**src/rtl/div_unit.sv**
```systemverilog
// div_unit: multi-cycle radix-2 restoring integer divider for the EX stage.
// Implements DIV / DIVU / REM / REMU with the RISC-V results for divide by
// zero and signed overflow. One quotient bit is produced per cycle.
//
// Ports:
//   clk       system clock, rising edge
//   rst       asynchronous active-high reset
//   start     divide request, honoured only in IDLE or DONE with flush low
//   flush     pipeline kill, returns to IDLE without a done pulse
//   func3     100=DIV, 101=DIVU, 110=REM, 111=REMU
//   alu_src1  dividend
//   alu_src2  divisor
//   busy      operation in progress (CALC or FIX), pipeline must stall
//   done      one-cycle pulse, div_out valid in this cycle
//   div_out   quotient or remainder, held until the next accepted start
module div_unit #(
  parameter int XLEN = 32
) (
  input  logic            clk,
  input  logic            rst,
  input  logic            start,
  input  logic            flush,
  input  logic [2:0]      func3,
  input  logic [XLEN-1:0] alu_src1,
  input  logic [XLEN-1:0] alu_src2,
  output logic            busy,
  output logic            done,
  output logic [XLEN-1:0] div_out
);

  localparam int CW = $clog2(XLEN);
  localparam logic [XLEN-1:0] MIN_NEG = {1'b1, {(XLEN-1){1'b0}}};
  localparam logic [XLEN-1:0] ONES    = {XLEN{1'b1}};
  localparam logic [XLEN-1:0] ZERO    = {XLEN{1'b0}};

  typedef enum logic [1:0] {
    IDLE = 2'd0,
    CALC = 2'd1,
    FIX  = 2'd2,
    DONE = 2'd3
  } state_t;

  state_t          state_r, state_s;
  logic [CW-1:0]   cnt_r;
  logic [XLEN-1:0] rem_r, quo_r, dvs_r;
  logic            sign_q_r, sign_r_r, is_rem_r;
  logic [XLEN-1:0] div_out_r;
  logic            busy_r, done_r;

  logic            accept_s, signed_op_s, div_zero_s, ovf_s, special_s;
  logic [XLEN-1:0] special_res_s;
  logic [XLEN:0]   shifted_s, diff_s;
  logic            ge_s;
  logic [XLEN-1:0] quo_fix_s, rem_fix_s;
  logic            unused_s;

  // Two's-complement magnitude; the most negative value maps to itself,
  // which is the correct unsigned magnitude.
  function automatic logic [XLEN-1:0] abs_val(input logic [XLEN-1:0] v);
    abs_val = v[XLEN-1] ? (ZERO - v) : v;
  endfunction

  // func3[2] is always 1 for the divide group and is not decoded.
  assign unused_s = func3[2];

  assign accept_s    = ((state_r == IDLE) || (state_r == DONE)) && start && !flush;
  assign signed_op_s = !func3[0];
  assign div_zero_s  = (alu_src2 == ZERO);
  assign ovf_s       = signed_op_s && (alu_src1 == MIN_NEG) && (alu_src2 == ONES);
  assign special_s   = div_zero_s || ovf_s;

  // Result loaded straight into div_out for the two special cases.
  always_comb begin
    special_res_s = ZERO;
    if (div_zero_s) begin
      special_res_s = func3[1] ? alu_src1 : ONES;
    end else begin
      special_res_s = func3[1] ? ZERO : MIN_NEG;
    end
  end

  // One restoring step. The running remainder is always below the divisor,
  // so the shifted value is below twice the divisor and the borrow out of
  // the (XLEN+1)-bit subtraction is exactly "shifted < divisor".
  assign shifted_s = {rem_r, quo_r[XLEN-1]};
  assign diff_s    = shifted_s - {1'b0, dvs_r};
  assign ge_s      = !diff_s[XLEN];

  // Sign flags are only ever set for signed ops, so no extra gating here.
  assign quo_fix_s = sign_q_r ? (ZERO - quo_r) : quo_r;
  assign rem_fix_s = sign_r_r ? (ZERO - rem_r) : rem_r;

  // Next-state logic; flush overrides everything.
  always_comb begin
    state_s = state_r;
    if (flush) begin
      state_s = IDLE;
    end else begin
      case (state_r)
        IDLE: begin
          if (accept_s) state_s = special_s ? DONE : CALC;
          else          state_s = IDLE;
        end
        CALC: begin
          if (cnt_r == {CW{1'b0}}) state_s = FIX;
          else                     state_s = CALC;
        end
        FIX:  state_s = DONE;
        DONE: begin
          if (accept_s) state_s = special_s ? DONE : CALC;
          else          state_s = IDLE;
        end
        default: state_s = IDLE;
      endcase
    end
  end

  // State register plus busy/done flops decoded from the next state, so the
  // outputs are registered yet track the state with no extra latency.
  always_ff @(posedge clk or posedge rst) begin
    if (rst) begin
      state_r <= IDLE;
      busy_r  <= 1'b0;
      done_r  <= 1'b0;
    end else begin
      state_r <= state_s;
      busy_r  <= (state_s == CALC) || (state_s == FIX);
      done_r  <= (state_s == DONE);
    end
  end

  // Datapath: operand latch at accept, shift-subtract in CALC, sign fix-up
  // and result select in FIX.
  always_ff @(posedge clk or posedge rst) begin
    if (rst) begin
      cnt_r     <= {CW{1'b0}};
      rem_r     <= ZERO;
      quo_r     <= ZERO;
      dvs_r     <= ZERO;
      sign_q_r  <= 1'b0;
      sign_r_r  <= 1'b0;
      is_rem_r  <= 1'b0;
      div_out_r <= ZERO;
    end else if (accept_s) begin
      cnt_r    <= CW'(XLEN - 1);
      rem_r    <= ZERO;
      quo_r    <= signed_op_s ? abs_val(alu_src1) : alu_src1;
      dvs_r    <= signed_op_s ? abs_val(alu_src2) : alu_src2;
      sign_q_r <= signed_op_s && (alu_src1[XLEN-1] ^ alu_src2[XLEN-1]);
      sign_r_r <= signed_op_s && alu_src1[XLEN-1];
      is_rem_r <= func3[1];
      if (special_s) div_out_r <= special_res_s;
    end else if (!flush) begin
      case (state_r)
        CALC: begin
          cnt_r <= cnt_r - {{(CW-1){1'b0}}, 1'b1};
          rem_r <= ge_s ? diff_s[XLEN-1:0] : shifted_s[XLEN-1:0];
          quo_r <= {quo_r[XLEN-2:0], ge_s};
        end
        FIX: begin
          div_out_r <= is_rem_r ? rem_fix_s : quo_fix_s;
        end
        default: begin
          cnt_r <= cnt_r;
        end
      endcase
    end
  end

  assign busy    = busy_r;
  assign done    = done_r;
  assign div_out = div_out_r;

endmodule

```
**config.mk**
```make
export PLATFORM = sky130hd
export DESIGN_NAME = div_unit
export DESIGN_NICKNAME = d
export VERILOG_FILES = /design/src/rtl/div_unit.sv
export SDC_FILE = /design/constraint.sdc
export NUM_CORES = 1
export LEC_CHECK = 0
export CORE_MARGIN = 8
export CORE_UTILIZATION = 53
export CTS_CLUSTER_DIAMETER = 30
export DETAILED_ROUTE_END_ITERATION = 16
export GPL_TIMING_DRIVEN = 1
export PLACE_DENSITY = 0.78
export SKIP_CTS_REPAIR_TIMING = 1
export SLEW_MARGIN = 25
export SYNTH_ARGS = -nofsm -noshare
export SYNTH_HDL_FRONTEND = slang
export SYNTH_SLANG_ARGS = --single-unit
```
**constraint.sdc**
```tcl
create_clock -name clk -period 5.19 [get_ports clk]
set_clock_uncertainty 0.2 [all_clocks]
set_input_delay 1.038 -clock clk [delete_from_list [all_inputs] [get_ports clk]]
set_output_delay 1.038 -clock clk [all_outputs]
set_load 0.01 [all_outputs]
```
==> results by group, run 1 <==
Routing
  • Pre-Repair DR Iteration Count: 5
  • Initial drt markers: between 700 and 800
  • Vias per std cell: between 6 and 7
  • DRC Markers: 0
  • Routed wire per std cell: 17.3 um
  • DRT antenna net count: 0
  • Via Count: between 10000 and 15000
  • Final WL: between 30000 and 40000 um

Synthesis
  • Post-synth ARST share: 100%
  • Synth cell types: 72
  • Yosys warning total: 0
  • Avg Cell Area, Syn: 7.85 um2
  • Cells after Synth: 1399
  • Main synth FF type: dfrtp_1
  • Net Count, Synth: 1513
  • FF+latch count, synth: 140
  • Number of synthesized flops with an enable pin: 0
  • Seq/Total Area, Yosys: about a third
  • Synthesized area: approximately 0.011 mm2

Power
  • Max VDD drop: around 0.00026 V
  • Seq pwr share: roughly 30%
  • Logic pwr share: slightly below 50%
  • Int Pwr: 3.65 mW
  • Clk pwr share: between 20% and 30%
  • PD cells: 490 mW/mm2
  • P_sw: about 2.7 mW
  • Sw frac: approximately 42%
  • Lkg Pwr: around 5.3 nW
  • Final Power: roughly 6.3 mW

Timing
  • WHS: roughly 0.28 ns
  • Slew headroom: 36.1%
  • Worst Tran Pin Value: roughly 0.96 ns
  • Fmax: roughly 230 MHz
  • RSZ-0062 raised after global routing: no
  • Slew Limit Fails: 0
  • Setup_tns: 0 ns
  • Fin crit period: between 4 and 5 ns
  • Final Cycle Share: around 85%
  • Hold Fails Final Rpt: 0
  • Final setup violation count: 0
  • Final worst slack: between 0.7 and 0.8 ns

Critical path
  • Worst R2R End: rem_r[23]
  • Crit path to: div_out[14]
  • CP Class: primary input to flip-flop
  • R2R setup slack: 1.20 ns
  • Crit Path Max Fanout: 24
  • Reg2reg start: quo_r[31]
  • Worst Setup SP: alu_src1[0]
  • CP Capture Type: flip-flop
  • Critical path startpoint category: primary input
  • Critical Path AT: around 4.5 ns
  • CP Data Required Time: around 5.3 ns
  • R2r worst-path depth: 13

Placement
  • Detail Placement HPWL: 21900 um
  • Port bufs: around 100
  • GP Congestion: 0.896
  • Pre-CTS WS: 0.476 ns

Hold path
  • Hold Crit Class: flip-flop to flip-flop

Die
  • Starting Density: 54.1%
  • Core box area: ~0.020 mm2
  • # rows: 52
  • Chip width: about 160 um
  • # IOs: approximately 110
  • Die height: around 160 um
  • Die area: roughly 0.026 mm2

Global route
  • Global-route wire length before repair: 49900 um
  • Grt ovf: 0
  • Largest net degree at the start of global routing: 122
  • Initial antenna violation count: 0
  • Vias in the first global route: between 9000 and 10000
  • Gr usage total: between 20% and 30%

Clock tree
  • Clock latency on the worst-skew pair: approximately 0.43 ns
  • Clock-pin slew on the worst setup and hold paths: approximately 0.060 ns
  • # clock sinks: 140
  • Num CTS Buffers: 17
  • Number of H-tree levels: 4
  • CTS tree: built
  • Clock buffer depth: 2
  • CTS Root Cell: clkbuf_16

Cells and area
  • N_diodes: 0
  • Area grow syn2layout: 17.4%
  • Filler cells: 1831
  • Nets: 1574
  • Final design utilization: roughly 64%
  • Share of cells above drive strength 1: 5.91%

Run
  • Max-Cap Viols: 0

Outcome
  • Outcome: complete, no violations
## layout make-up
class,instances,area (um2),area share (%)
well taps,270,338,2.62
clock inverters,10,186,1.45
multi-input cells,1114,6940,53.8
flip-flops and latches,140,3500,27.2
inverters,60,233,1.81
clock buffers,21,480,3.73
repair buffers,127,1210,9.39
## registers in the layout, indices dropped and copies added (netlist names)
register and count:
busy 1, cnt_r 5, div_out 32, done 1, dvs_r 32, is_rem_r 1
quo_r 32, rem_r 32, sign_q_r 1, sign_r_r 1, state_r 2
## per-stage QoR
step | instance area [um2] | instances
global route | 12900 | 1742
global placement | 12200 | 1711
finish | 12900 | 1742
detailed placement | 12200 | 1711
CTS | 12900 | 1742
floorplan | 11000 | 1399
## metal layers
| layer | up-vias | wire length, um | share of wire (%) | global-route usage, % |
|---|---|---|---|---|
| met5 | - | 0 | 0 | 0 |
| met4 | 0 | 599 | 2.0 | 7.86 |
| met3 | 51 | 2410 | 8.0 | 4.14 |
| met2 | 427 | 13500 | 45 | 36.4 |
| met1 | 4853 | 13700 | 45 | 32.1 |
| li1 | 5138 | - | - | - |
## logic make-up after synthesis
kind of cell               count (synthesis)  synth area share [%]
adders and majority gates                 43                  4.97
and+or+nand+nor                          475                  21.0
muxes                                      4                 0.365
buffers and inverters                    145                  5.07
DFF                                      140                  31.9
AOI/OAI and AO/OA                        456                  25.9
xor gates and xnor gates                 136                  10.8
## cells in the mapped netlist (3+ instances only)
library cell | count | area [um2]
o21a_1 | 5 | 37.5
o32ai_1 | 5 | 43.8
inv_1 | 60 | 225
o22ai_1 | 13 | 81.3
nand2_1 | 191 | 717
nor2_1 | 92 | 345
mux2i_1 | 4 | 40.0
a211oi_1 | 11 | 82.6
a311o_1 | 3 | 30.0
xor2_1 | 74 | 648
o31ai_1 | 26 | 195
a221o_1 | 19 | 190
a21o_1 | 13 | 97.6
nand3b_1 | 3 | 22.5
a21boi_0 | 3 | 22.5
or3_1 | 24 | 150
nand4_1 | 26 | 163
xnor2_1 | 62 | 543
nand2b_1 | 30 | 188
and3_1 | 6 | 37.5
and2_1 | 5 | 31.3
o21ai_0 | 146 | 731
buf_2 | 4 | 20.0
o211ai_1 | 16 | 120
or3_4 | 3 | 33.8
a21oi_1 | 131 | 656
dfrtp_1 | 140 | 3500
o21ai_1 | 6 | 30.0
o21bai_1 | 3 | 22.5
nand3_1 | 16 | 80.1
or2_2 | 4 | 25.0
a31oi_1 | 17 | 106
ha_1 | 42 | 526
nor4_1 | 8 | 50.1
a22oi_1 | 3 | 22.5
o41ai_1 | 15 | 131
or4_1 | 7 | 52.6
or4_4 | 4 | 45.0
nor2b_1 | 20 | 125
nor3_1 | 25 | 125
buf_1 | 4 | 15.0
clkbuf_1 | 76 | 285
## power by group through the flow
stage	combinational [mW]	clock [mW]	sequential, mW
2_1_floorplan	2.26	0	1.76
3_3_place_gp	2.97	0	1.85
3_5_place_dp	3.03	0	1.87
4_1_cts	3.06	1.39	1.85
5_1_grt	3.41	1.44	1.92
6_report	3.07	1.37	1.87
## layout by cell type (no fill, tap or decap), types with 6 or more instances in the layout
cell / netlist / final
xnor2_1: 62 / 62
nand2_1: 191 / 191
or4_1: 7 / 7
o41ai_1: 15 / 15
nand3_1: 16 / 16
o21ai_0: 146 / 146
nor4_1: 8 / 8
buf_4: 0 / 24
nand4_1: 26 / 26
nand2b_1: 30 / 30
a21oi_1: 131 / 131
a221o_1: 19 / 19
o31ai_1: 26 / 26
a21o_1: 13 / 13
dfrtp_1: 140 / 139
nor2_1: 92 / 90
a31oi_1: 17 / 17
inv_1: 60 / 59
nor2b_1: 20 / 19
clkdlybuf4s50_1: 0 / 103
and3_1: 6 / 6
o22ai_1: 13 / 13
clkbuf_16: 0 / 17
o211ai_1: 16 / 16
a211oi_1: 11 / 11
xor2_1: 74 / 74
ha_1: 42 / 42
or3_1: 24 / 24
nor3_1: 25 / 25
## worst max-delay path, stage by stage
cell and delay (ns):
clkdlybuf4s50_1 0.51, inv_1 0.14, ha_1 0.22, nor2b_1 0.28, nand4_1 0.24, or3_1 0.47
nor2b_1 0.28, a31oi_1 0.19, a311o_2 0.64, buf_4 0.30, nand2_1 0.08, o21ai_0 0.08
## worst min-delay path by stage
stage               start    endpoint  slack [ns]  cells past startpoint
3_3_place_gp    dvs_r[16]   dvs_r[16]        0.26                      2
3_5_place_dp   div_out[3]  div_out[3]        0.27                      2
5_1_grt        div_out[2]  div_out[2]        0.30                      2
6_report        dvs_r[26]   dvs_r[26]        0.28                      2
4_1_cts         dvs_r[21]   dvs_r[21]        0.28                      2
2_1_floorplan   dvs_r[10]   dvs_r[10]        0.25                      2
Power figures use the tool's default switching activity.
==> run 2, diff against run 1 <==
==> constraint.sdc (replaced) <==
create_clock -name clk -period 3.6 [get_ports clk]
set_clock_uncertainty 0.2 [all_clocks]
set_input_delay 0.72 -clock clk [delete_from_list [all_inputs] [get_ports clk]]
set_output_delay 0.72 -clock clk [all_outputs]
set_load 0.01 [all_outputs]
==> run 2 against run 1 <==
  * Combinational power rose by 63%
  * Critical path depth did not move
  * Die area did not move
  * Sequential power rose by 39%
  * Clock power rose by 44%
  * Sequential share of layout area fell by 1.9 points
  * Hold slack improved by 0.00054 ns
  * Setup slack got worse by 0.70 ns
  * Largest power group unchanged
==> results by group, run 2 (synthesis gave the netlist of run 1 again) <==
Clock tree
  • Clock buffer depth: 2 (unchanged)
  • Num CTS Buffers: 17 (unchanged)
  • CTS tree: built (unchanged)
  • # clock sinks: 140 (unchanged)
  • Clock-pin slew on the worst setup and hold paths: 0.06 ns (about the same)
  • Number of H-tree levels: 4 (unchanged)
  • CTS Root Cell: clkbuf_16 (unchanged)
  • Clock latency on the worst-skew pair: 0.43 ns (about the same)

Critical path
  • Critical Path AT: 3.61 ns (was 4.48 ns)
  • Crit path buf inv count: 3 (unchanged)
  • Critical path startpoint category: primary input (unchanged)
  • R2R setup slack: 0.1 ns (was 1.20 ns)
  • CP Data Required Time: 3.71 ns (was 5.28 ns)
  • Family with the most delay on the worst path: simple AND/OR/NAND/NOR gates (unchanged)
  • Critical-path cell list: clkdlybuf4s50_1, inv_1, ha_1, nor2b_1, nand4_1, or3_4, nor2b_2, a31oi_1, a311o_2, buf_4, nand2_1, o21ai_0 (was clkdlybuf4s50_1, inv_1, ha_1, nor2b_1, nand4_1, or3_1, nor2b_1, a31oi_1, a311o_2, buf_4, nand2_1, o21ai_0)
  • Slowest CP cell: a311o_2 (unchanged)
  • Worst path max stage delay: 0.48 ns (was 0.64 ns)
  • CP Capture Type: flip-flop (unchanged)
  • CP Class: primary input to flip-flop (unchanged)
  • Crit Path Max Fanout: 20 (was 24)

Timing
  • Fin crit period: ~3.5 ns
  • Slew Limit Fails: 0 (unchanged)
  • RSZ-0062 raised after global routing: no (unchanged)
  • Worst Tran Pin Value: 0.830 ns (was 0.959 ns)
  • Fmax: roughly 290 MHz
  • Slew headroom: 44.7% (was 36.1%)
  • Setup_tns: 0 ns (unchanged)
  • Final Cycle Share: about 97%
  • Final setup violation count: 0 (unchanged)
  • Hold Fails Final Rpt: 0 (unchanged)
  • Final worst slack: 0.0971 ns (was 0.798 ns)
  • WHS: 0.276 ns (about the same)

Power
  • Final Power: 9.58 mW (was 6.31 mW)
  • Max VDD drop: 0.000350 V (was 0.000260 V)
  • PD cells: 692 mW/mm2 (was 490 mW/mm2)
  • Lkg Pwr: 5.87 nW (was 5.28 nW)

Placement
  • Inst Count DP: 1824 (was 1711)
  • Detail Placement HPWL: 23900 um (was 21900 um)
  • Placed cell area: 0.0131 mm2 (was 0.0122 mm2)
  • GP Congestion: 0.930 (was 0.896)
  • Port bufs: 103 (unchanged)
  • Pre-CTS WS: -0.478 ns (was 0.476 ns)

Cells and area
  • Area grow syn2layout: 26.0% (was 17.4%)
  • Multi-input gate area: 0.00698 mm2 (was 0.00694 mm2)
  • Post-Layout Cell Count: 1856 (was 1742)
  • Final design utilization: 68.2% (was 63.5%)
  • Nets: 1687 (was 1574)
  • Most common cell after layout, fill and taps aside: nand2_1 (unchanged)
  • Commonest cells after routing, fill and taps aside: nand2_1, o21ai_0, dfrtp_1 (unchanged)
  • N_diodes: 0 (unchanged)
  • Share of cells above drive strength 1: 13.1% (was 5.91%)
  • Design area: 0.0138 mm2 (was 0.0129 mm2)
  • Filler cells: 1679 (was 1831)
  • Register area: 0.00350 mm2 (about the same)

Routing
  • Via Count: 11100 (was 10500)
  • Pre-Repair DR Iteration Count: 5 (unchanged)
  • Routed wire per std cell: 17.4 um (was 17.3 um)
  • Final WL: 32400 um (was 30200 um)
  • Initial drt markers: 919 (was 739)
  • Vias per std cell: 5.98 (was 6.01)
  • DRT antenna net count: 0 (unchanged)
  • DRC Markers: 0 (unchanged)

Die
  • Starting Density: 54.1% (unchanged)
  • Chip width: 160 um (unchanged)
  • # IOs: 105 (unchanged)
  • Die height: 160 um (unchanged)
  • Die area: 0.0256 mm2 (unchanged)
  • Core box area: 0.0203 mm2 (unchanged)
  • # rows: 52 (unchanged)

Run
  • Max-Cap Viols: 0 (unchanged)

Global route
  • Gr usage total: 25.3% (was 23.3%)
  • Vias in the first global route: 10800 (was 9977)
  • Grt ovf: 0 (unchanged)
  • Largest net degree at the start of global routing: 141 (was 122)
  • Global-route wire length before repair: 54100 um (was 49900 um)
  • Initial antenna violation count: 0 (unchanged)

Hold path
  • Hold Crit Class: flip-flop to flip-flop (unchanged)

Outcome
  • Outcome: complete, no violations (unchanged)
[run 2: path summary, 6_finish.rpt]
path / from / cells after the start / to
worst max-delay path: alu_src1[0] / 12 / div_out[0]
worst min-delay path: dvs_r[14] / 2 / dvs_r[14]
worst max register to register: rem_r[6] / 9 / rem_r[29]
worst min register to register: dvs_r[14] / 2 / dvs_r[14]
max in group asynchronous: rst / 3 / rem_r[30]
min in group asynchronous: rst / 3 / dvs_r[3]
[run 2: area by class of cell]
| cell class | instances | share of cell area, % |
|---|---|---|
| Sequential cell | 140 | 25.3 |
| Multi-Input combinational cell | 1114 | 50.4 |
| Tap cell | 270 | 2.44 |
| Clock inverter | 11 | 1.36 |
| Clock buffer | 21 | 3.40 |
| Timing Repair Buffer | 240 | 15.4 |
| Inverter | 60 | 1.65 |
[run 2: worst reg2reg max path, cell delays in order (launching register included)]
cell	delay, ns
dfrtp_1	0.40
ha_2	0.38
o211ai_1	0.12
or4b_1	0.53
a31o_2	0.26
a2111o_1	0.45
nand2_1	0.12
a41oi_1	0.17
o311a_1	0.42
a221o_1	0.33
[run 2: power by group]
part	switching, mW	leakage, nW	internal [mW]	total (mW)
clock	0.692	0.319	1.28	1.97
sequential	0.553	1.79	2.05	2.60
combinational	2.77	3.75	2.24	5.01
[run 2: layer usage]
layer  track usage (%)  vias up  wire (um)
li1                  -     5376          -
met1              33.8     5189      14200
met2              40.9      485      15000
met3              3.60       58       2470
met4              9.47        0        776
met5                 0        -          0
